## config.mk

```make
export PLATFORM = sky130hd
export DESIGN_NAME = mod_updown_counter_flat
export DESIGN_NICKNAME = d
export VERILOG_FILES = /design/src/rtl/mod_updown_counter_if.sv /design/src/rtl/mod_updown_counter.sv /design/src/flat_wrapper.sv
export SDC_FILE = /design/constraint.sdc
export NUM_CORES = 1
export LEC_CHECK = 0
export CORE_AREA = 2 2 39 41
export DETAILED_ROUTE_END_ITERATION = 7
export DIE_AREA = 0 0 41 43
export GPL_TIMING_DRIVEN = 0
export PLACE_DENSITY_LB_ADDON = 0.3
export SETUP_SLACK_MARGIN = 0.15
export SYNTH_ARGS = -nofsm -noshare
export SYNTH_HDL_FRONTEND = slang
export SYNTH_SLANG_ARGS = --single-unit
```

## constraint.sdc

```tcl
create_clock -name clk -period 3.1 [get_ports clk]
set_input_delay 0.31 -clock clk [delete_from_list [all_inputs] [get_ports clk]]
set_output_delay 0.31 -clock clk [all_outputs]
set_load 0.01 [all_outputs]
```

## src/rtl/mod_updown_counter_if.sv

```systemverilog
// Control/status bundle for mod_updown_counter.
// master: the sequencing logic that drives the counter; slave: the counter itself.
interface mod_updown_counter_if #(
  parameter int unsigned WIDTH = 2
);
  logic             en;
  logic             up_dn;
  logic             clr;
  logic             load;
  logic [WIDTH-1:0] load_val;
  logic [WIDTH-1:0] count;
  logic             tc;
  logic             wrap;
  logic             load_err;

  modport master (
    output en, up_dn, clr, load, load_val,
    input  count, tc, wrap, load_err
  );

  modport slave (
    input  en, up_dn, clr, load, load_val,
    output count, tc, wrap, load_err
  );
endinterface

```

## src/rtl/mod_updown_counter.sv

```systemverilog
// Modulo-N up/down counter with prescaler, synchronous clear/load and wrap/saturate mode.
// The bus interface must be instantiated with the same WIDTH as this module.
module mod_updown_counter #(
  parameter int unsigned WIDTH    = 2,
  parameter int unsigned MODULUS  = 3,
  parameter int unsigned PRESCALE = 1,
  parameter int unsigned SATURATE = 0
) (
  input logic                 clk,
  input logic                 rst,
  mod_updown_counter_if.slave bus
);

  localparam int unsigned      PsW    = (PRESCALE > 1) ? $clog2(PRESCALE) : 1;
  localparam logic [WIDTH-1:0] CntMax = WIDTH'(MODULUS - 1);
  localparam logic [PsW-1:0]   PsMax  = PsW'(PRESCALE - 1);
  localparam logic [WIDTH:0]   ModExt = (WIDTH + 1)'(MODULUS);
  localparam bit               DoWrap = (SATURATE == 0);

  if (MODULUS < 2 || 64'(MODULUS) > (64'd1 << WIDTH) || PRESCALE < 1) begin : g_param_err
    $error("mod_updown_counter: illegal MODULUS/WIDTH/PRESCALE combination");
  end

  logic [WIDTH-1:0] count_q, count_d;
  logic [PsW-1:0]   ps_q, ps_d;
  logic             wrap_q, wrap_d;
  logic             load_err_q, load_err_d;
  logic             ps_last, step, at_end, load_oor, tc_int;

  // Step qualification, range-end detection and out-of-range load detection.
  always_comb begin
    ps_last  = (ps_q == PsMax);
    step     = bus.en & ps_last;
    at_end   = bus.up_dn ? (count_q == CntMax) : (count_q == '0);
    load_oor = ({1'b0, bus.load_val} >= ModExt);
    // clr/load override stepping, so they also hide the terminal count.
    tc_int   = step & at_end & ~bus.clr & ~bus.load;
  end

  // Next-state: clr > load > stepping.
  always_comb begin
    count_d    = count_q;
    ps_d       = ps_q;
    wrap_d     = tc_int & DoWrap;
    load_err_d = 1'b0;
    if (bus.clr) begin
      count_d = '0;
      ps_d    = '0;
    end else if (bus.load) begin
      count_d    = load_oor ? CntMax : bus.load_val;
      ps_d       = '0;
      load_err_d = load_oor;
    end else if (bus.en) begin
      ps_d = ps_last ? '0 : ps_q + 1'b1;
      if (step) begin
        if (at_end) begin
          if (DoWrap) begin
            count_d = bus.up_dn ? '0 : CntMax;
          end
        end else begin
          count_d = bus.up_dn ? count_q + 1'b1 : count_q - 1'b1;
        end
      end
    end
  end

  // State registers with asynchronous reset.
  always_ff @(posedge clk or posedge rst) begin
    if (rst) begin
      count_q    <= '0;
      ps_q       <= '0;
      wrap_q     <= 1'b0;
      load_err_q <= 1'b0;
    end else begin
      count_q    <= count_d;
      ps_q       <= ps_d;
      wrap_q     <= wrap_d;
      load_err_q <= load_err_d;
    end
  end

  assign bus.count    = count_q;
  assign bus.tc       = tc_int;
  assign bus.wrap     = wrap_q;
  assign bus.load_err = load_err_q;

endmodule
```

## src/flat_wrapper.sv

```systemverilog
// flat-port wrapper written by rule: the top's interface ports become plain ports
module mod_updown_counter_flat 
#(
  parameter int unsigned WIDTH    = 2,
  parameter int unsigned MODULUS  = 3,
  parameter int unsigned PRESCALE = 1,
  parameter int unsigned SATURATE = 0
)
  (clk, rst, bus_en, bus_up_dn, bus_clr, bus_load, bus_load_val, bus_count, bus_tc, bus_wrap, bus_load_err);
  mod_updown_counter_if #(.WIDTH(WIDTH)) bus_i ();
  input logic clk;
  input logic rst;
  input wire logic [$bits(bus_i.en)-1:0] bus_en;
  input wire logic [$bits(bus_i.up_dn)-1:0] bus_up_dn;
  input wire logic [$bits(bus_i.clr)-1:0] bus_clr;
  input wire logic [$bits(bus_i.load)-1:0] bus_load;
  input wire logic [$bits(bus_i.load_val)-1:0] bus_load_val;
  output wire logic [$bits(bus_i.count)-1:0] bus_count;
  output wire logic [$bits(bus_i.tc)-1:0] bus_tc;
  output wire logic [$bits(bus_i.wrap)-1:0] bus_wrap;
  output wire logic [$bits(bus_i.load_err)-1:0] bus_load_err;
  assign bus_i.en = bus_en;
  assign bus_i.up_dn = bus_up_dn;
  assign bus_i.clr = bus_clr;
  assign bus_i.load = bus_load;
  assign bus_i.load_val = bus_load_val;
  assign bus_count = bus_i.count;
  assign bus_tc = bus_i.tc;
  assign bus_wrap = bus_i.wrap;
  assign bus_load_err = bus_i.load_err;
  mod_updown_counter #(.WIDTH(WIDTH), .MODULUS(MODULUS), .PRESCALE(PRESCALE), .SATURATE(SATURATE)) u_core (.clk(clk), .rst(rst), .bus(bus_i));
endmodule
```

==> load_flow_metrics.sql <==
INSERT INTO impl_metrics (metric_group, metric, value, unit) VALUES
('run_status', 'outcome', 'finished clean', ''),
('floorplanning', 'ios', '13', ''),
('cts', 'clk_transition_reported_paths', '40', 'ps'),
('critical_path', 'critPathMaxFanout', '4', ''),
('layout', 'layout.nets', '46', ''),
('cts', 'clock_latency', '240', 'ps'),
('pwr', 'power.static_leakage', '0.160', 'nW'),
('critical_path', 'worstSetupStartpointType', 'primary input', ''),
('pwr', 'vdd_ir_drop_max', '0.160', 'mV'),
('route', 'drt-vias-per-instance', '4.46', ''),
('critical_path', 'worst_r2r_startpoint', 'u_core.bus.count[1]', ''),
('floorplanning', 'fp.coreArea', '1380', 'sq um'),
('layout', 'antennaDiodeCount', '0', ''),
('critical_path', 'cell_depth_of_the_worst_flop_to_flop_path', '2', ''),
('floorplanning', 'die_w', '41', 'um'),
('critical_path', 'critical_path.endpoint_type', 'output pin', ''),
('floorplanning', 'design.die.area', '1760', 'sq um'),
('synthesis', 'fraction_of_the_mapped_netlist_area_in_compound_gates', '15.2', '%'),
('floorplanning', 'die-height', '43', 'um'),
('placed_design', 'hpwl', '446', 'um'),
('timing', 'drv_slew', '0', ''),
('synthesis', 'yosysSeqAreaShare', '46.8', '%'),
('route', 'detail_route.first_pass.iterations', '4', ''),
('timing', 'hold_violations', '0', ''),
('floorplanning', 'row_count', '14', ''),
('pwr', 'power.share.combinational', '19.3', '%'),
('synthesis', 'largest_family_of_logic_cells_by_synthesized_area', 'simple AND/OR/NAND/NOR gates', ''),
('layout', 'area.growth.synth_to_final', '76.0', '%'),
('grt', 'grt_remaining_overflow', '0', ''),
('grt', 'first_global_vias', '235', ''),
('route', 'post_drt_wl_per_cell', '11.0', 'um'),
('critical_path', 'rr_endpoint', 'u_core.bus.count[1]', ''),
('pwr', 'switching_share', '25.3', '%'),
('synthesis', 'synth_seq_cells', '4', ''),
('synthesis', 'synth_edf_count', '0', ''),
('cts', 'numClockSinks', '4', ''),
('cts', 'clock_tree.root_cell', 'sky130_fd_sc_hd__clkbuf_4', ''),
('timing', 'grt_setup_unrepaired', 'no', ''),
('cts', 'cts_max_path_buffers', '2', ''),
('floorplanning', 'initial_standard_cell_utilization_of_the_core', '15.5', '%'),
('synthesis', 'synthArstFlopShare', '100', '%'),
('cts', 'cts_inserted_buffers', '3', ''),
('route', 'postRouteAntennaNets', '0', ''),
('synthesis', 'area_fraction_in_and_or_nand_and_nor_cells_after_synthesis', '30.4', '%'),
('hold_path', 'hp-class', 'in -> async', ''),
('placed_design', 'placement.io_buffers', '12', ''),
('cts', 'htreeDepth', '1', ''),
('synthesis', 'synthesis.instances', '21', ''),
('cts', 'cts_setup_buffers', '0', ''),
('critical_path', 'worstSetupStartpoint', 'bus_up_dn', ''),
('timing', 'tightest_slew', '434', 'ps'),
('placed_design', 'finalWeightedCongestion', '0.640', ''),
('layout', 'final.fill_count', '142', ''),
('pwr', 'power.density_cell_area', '417', 'nW/um^2'),
('pwr', 'total_switching_power', '0.0397', 'mW'),
('critical_path', 'worstSetupEndpoint', 'bus_tc', ''),
('timing', 'fin_crit', '2280', 'ps'),
('synthesis', 'yosys.area_share.adder', '0', '%'),
('timing', 'clock-skew-final', '0.341', 'ps'),
('critical_path', 'path_class', 'in -> out', ''),
('layout', 'post_route_cells_drive_above_1_share', '8.33', '%'),
('pwr', 'clkPwrFrac', '43.4', '%'),
('grt', 'grt_first_pass_wirelength', '952', 'um'),
('pwr', 'power_report.internal_total', '0.117', 'mW'),
('cts', 'post_cts.resized_instances', '0', ''),
('timing', 'max_freq', '0.438', 'GHz'),
('timing', 'relSlewSlack', '70.6', '%'),
('synthesis', 'yosys_warnings', '0', ''),
('synthesis', 'yosysUniqueCellTypes', '15', ''),
('grt', 'global_route.usage.total', '8.65', '%'),
('route', 'dr_total_vias', '232', '');
## power groups by stage
stage	registers (mW)	clock network, mW	logic (mW)
2_1_floorplan	0.0596	0	0.00998
3_3_place_gp	0.0587	0	0.0293
3_5_place_dp	0.0589	0	0.0304
4_1_cts	0.0584	0.0705	0.0304
5_1_grt	0.0587	0.0775	0.0336
6_report	0.0584	0.0682	0.0304
## worst min-delay path by stage
stage / endpoint / cells after the start / slack (ps) / startpoint
2_1_floorplan: u_core.bus.count[0] / 1 / 80 / rst
3_3_place_gp: u_core.bus.wrap / 2 / 500 / rst
3_5_place_dp: u_core.bus.load_err / 2 / 500 / rst
4_1_cts: u_core.bus.load_err / 2 / 240 / rst
5_1_grt: u_core.bus.count[0] / 2 / 260 / rst
6_report: u_core.bus.wrap / 2 / 250 / rst
## registers in the layout (all words and copies together), names as in the netlist
register / count
u_core.bus.wrap: 1
u_core.bus.load_err: 1
u_core.bus.count: 2
## cells by family (layout without fill, tap and decap cells)
kind of cell / after synthesis / in the layout
AO/OA/AOI/OAI: 5 / 5
XOR/XNOR: 1 / 1
buffers and inverters: 2 / 17
flip-flops: 4 / 4
AND/OR/NAND/NOR: 9 / 9
## layout by cell type (no fill, tap or decap), drive strengths merged
cell type / netlist / final
nor2b: 2 / 2
clkbuf: 0 / 3
dfrtp: 4 / 4
o21ai: 1 / 1
a21oi: 2 / 2
or4: 1 / 1
nor4b: 1 / 1
a311oi: 1 / 1
a221oi: 1 / 1
nand2b: 1 / 1
clkdlybuf4s50: 0 / 12
and4b: 1 / 1
and3b: 1 / 1
inv: 2 / 2
nor2: 1 / 1
xor2: 1 / 1
nand3b: 1 / 1
## through the flow
step	area (sq um)	power (mW)	hold slack (ps)	instances	util [%]
finish	377	0.157	247	52	27.2
global route	377	0.170	257	52	27.2
CTS	377	0.159	243	52	27.2
detailed placement	354	0.0893	503	49	25.6
global placement	354	0.0880	500	49	25.6
floorplan	214	0.0696	76.1	21	-
## worst max-delay path, stage by stage
cell and delay, ps:
sky130_fd_sc_hd__clkdlybuf4s50_1 450, sky130_fd_sc_hd__xor2_1 180, sky130_fd_sc_hd__nor4b_1 400, sky130_fd_sc_hd__clkdlybuf4s50_1 630
## layout make-up
| type | count | area (sq um) | share of cell area [%] |
|---|---|---|---|
| Clock buffer | 3 | 22.5 | 5.98 |
| Inverter | 2 | 7.51 | 1.99 |
| Multi-Input combinational cell | 15 | 106 | 28.2 |
| Sequential cell | 4 | 100 | 26.6 |
| Tap cell | 16 | 20.0 | 5.32 |
| Timing Repair Buffer | 12 | 120 | 31.9 |
## synth_stat cells, drive strengths merged, types with 2 or more instances
cell | count | share of area, %
dfrtp | 4 | 47
a21oi | 2 | 4.7
inv | 2 | 3.5
nor2b | 2 | 5.8
## routing by layer
metal  wire (um)  global-route usage, %  vias up
li1            -                      -      110
met1         281                   11.0      105
met2         219                   10.6       17
met3          68                   6.28        0
met4           0                   4.00        0
met5           0                      0        -
No activity file was read; power rests on OpenSTA's default activity.
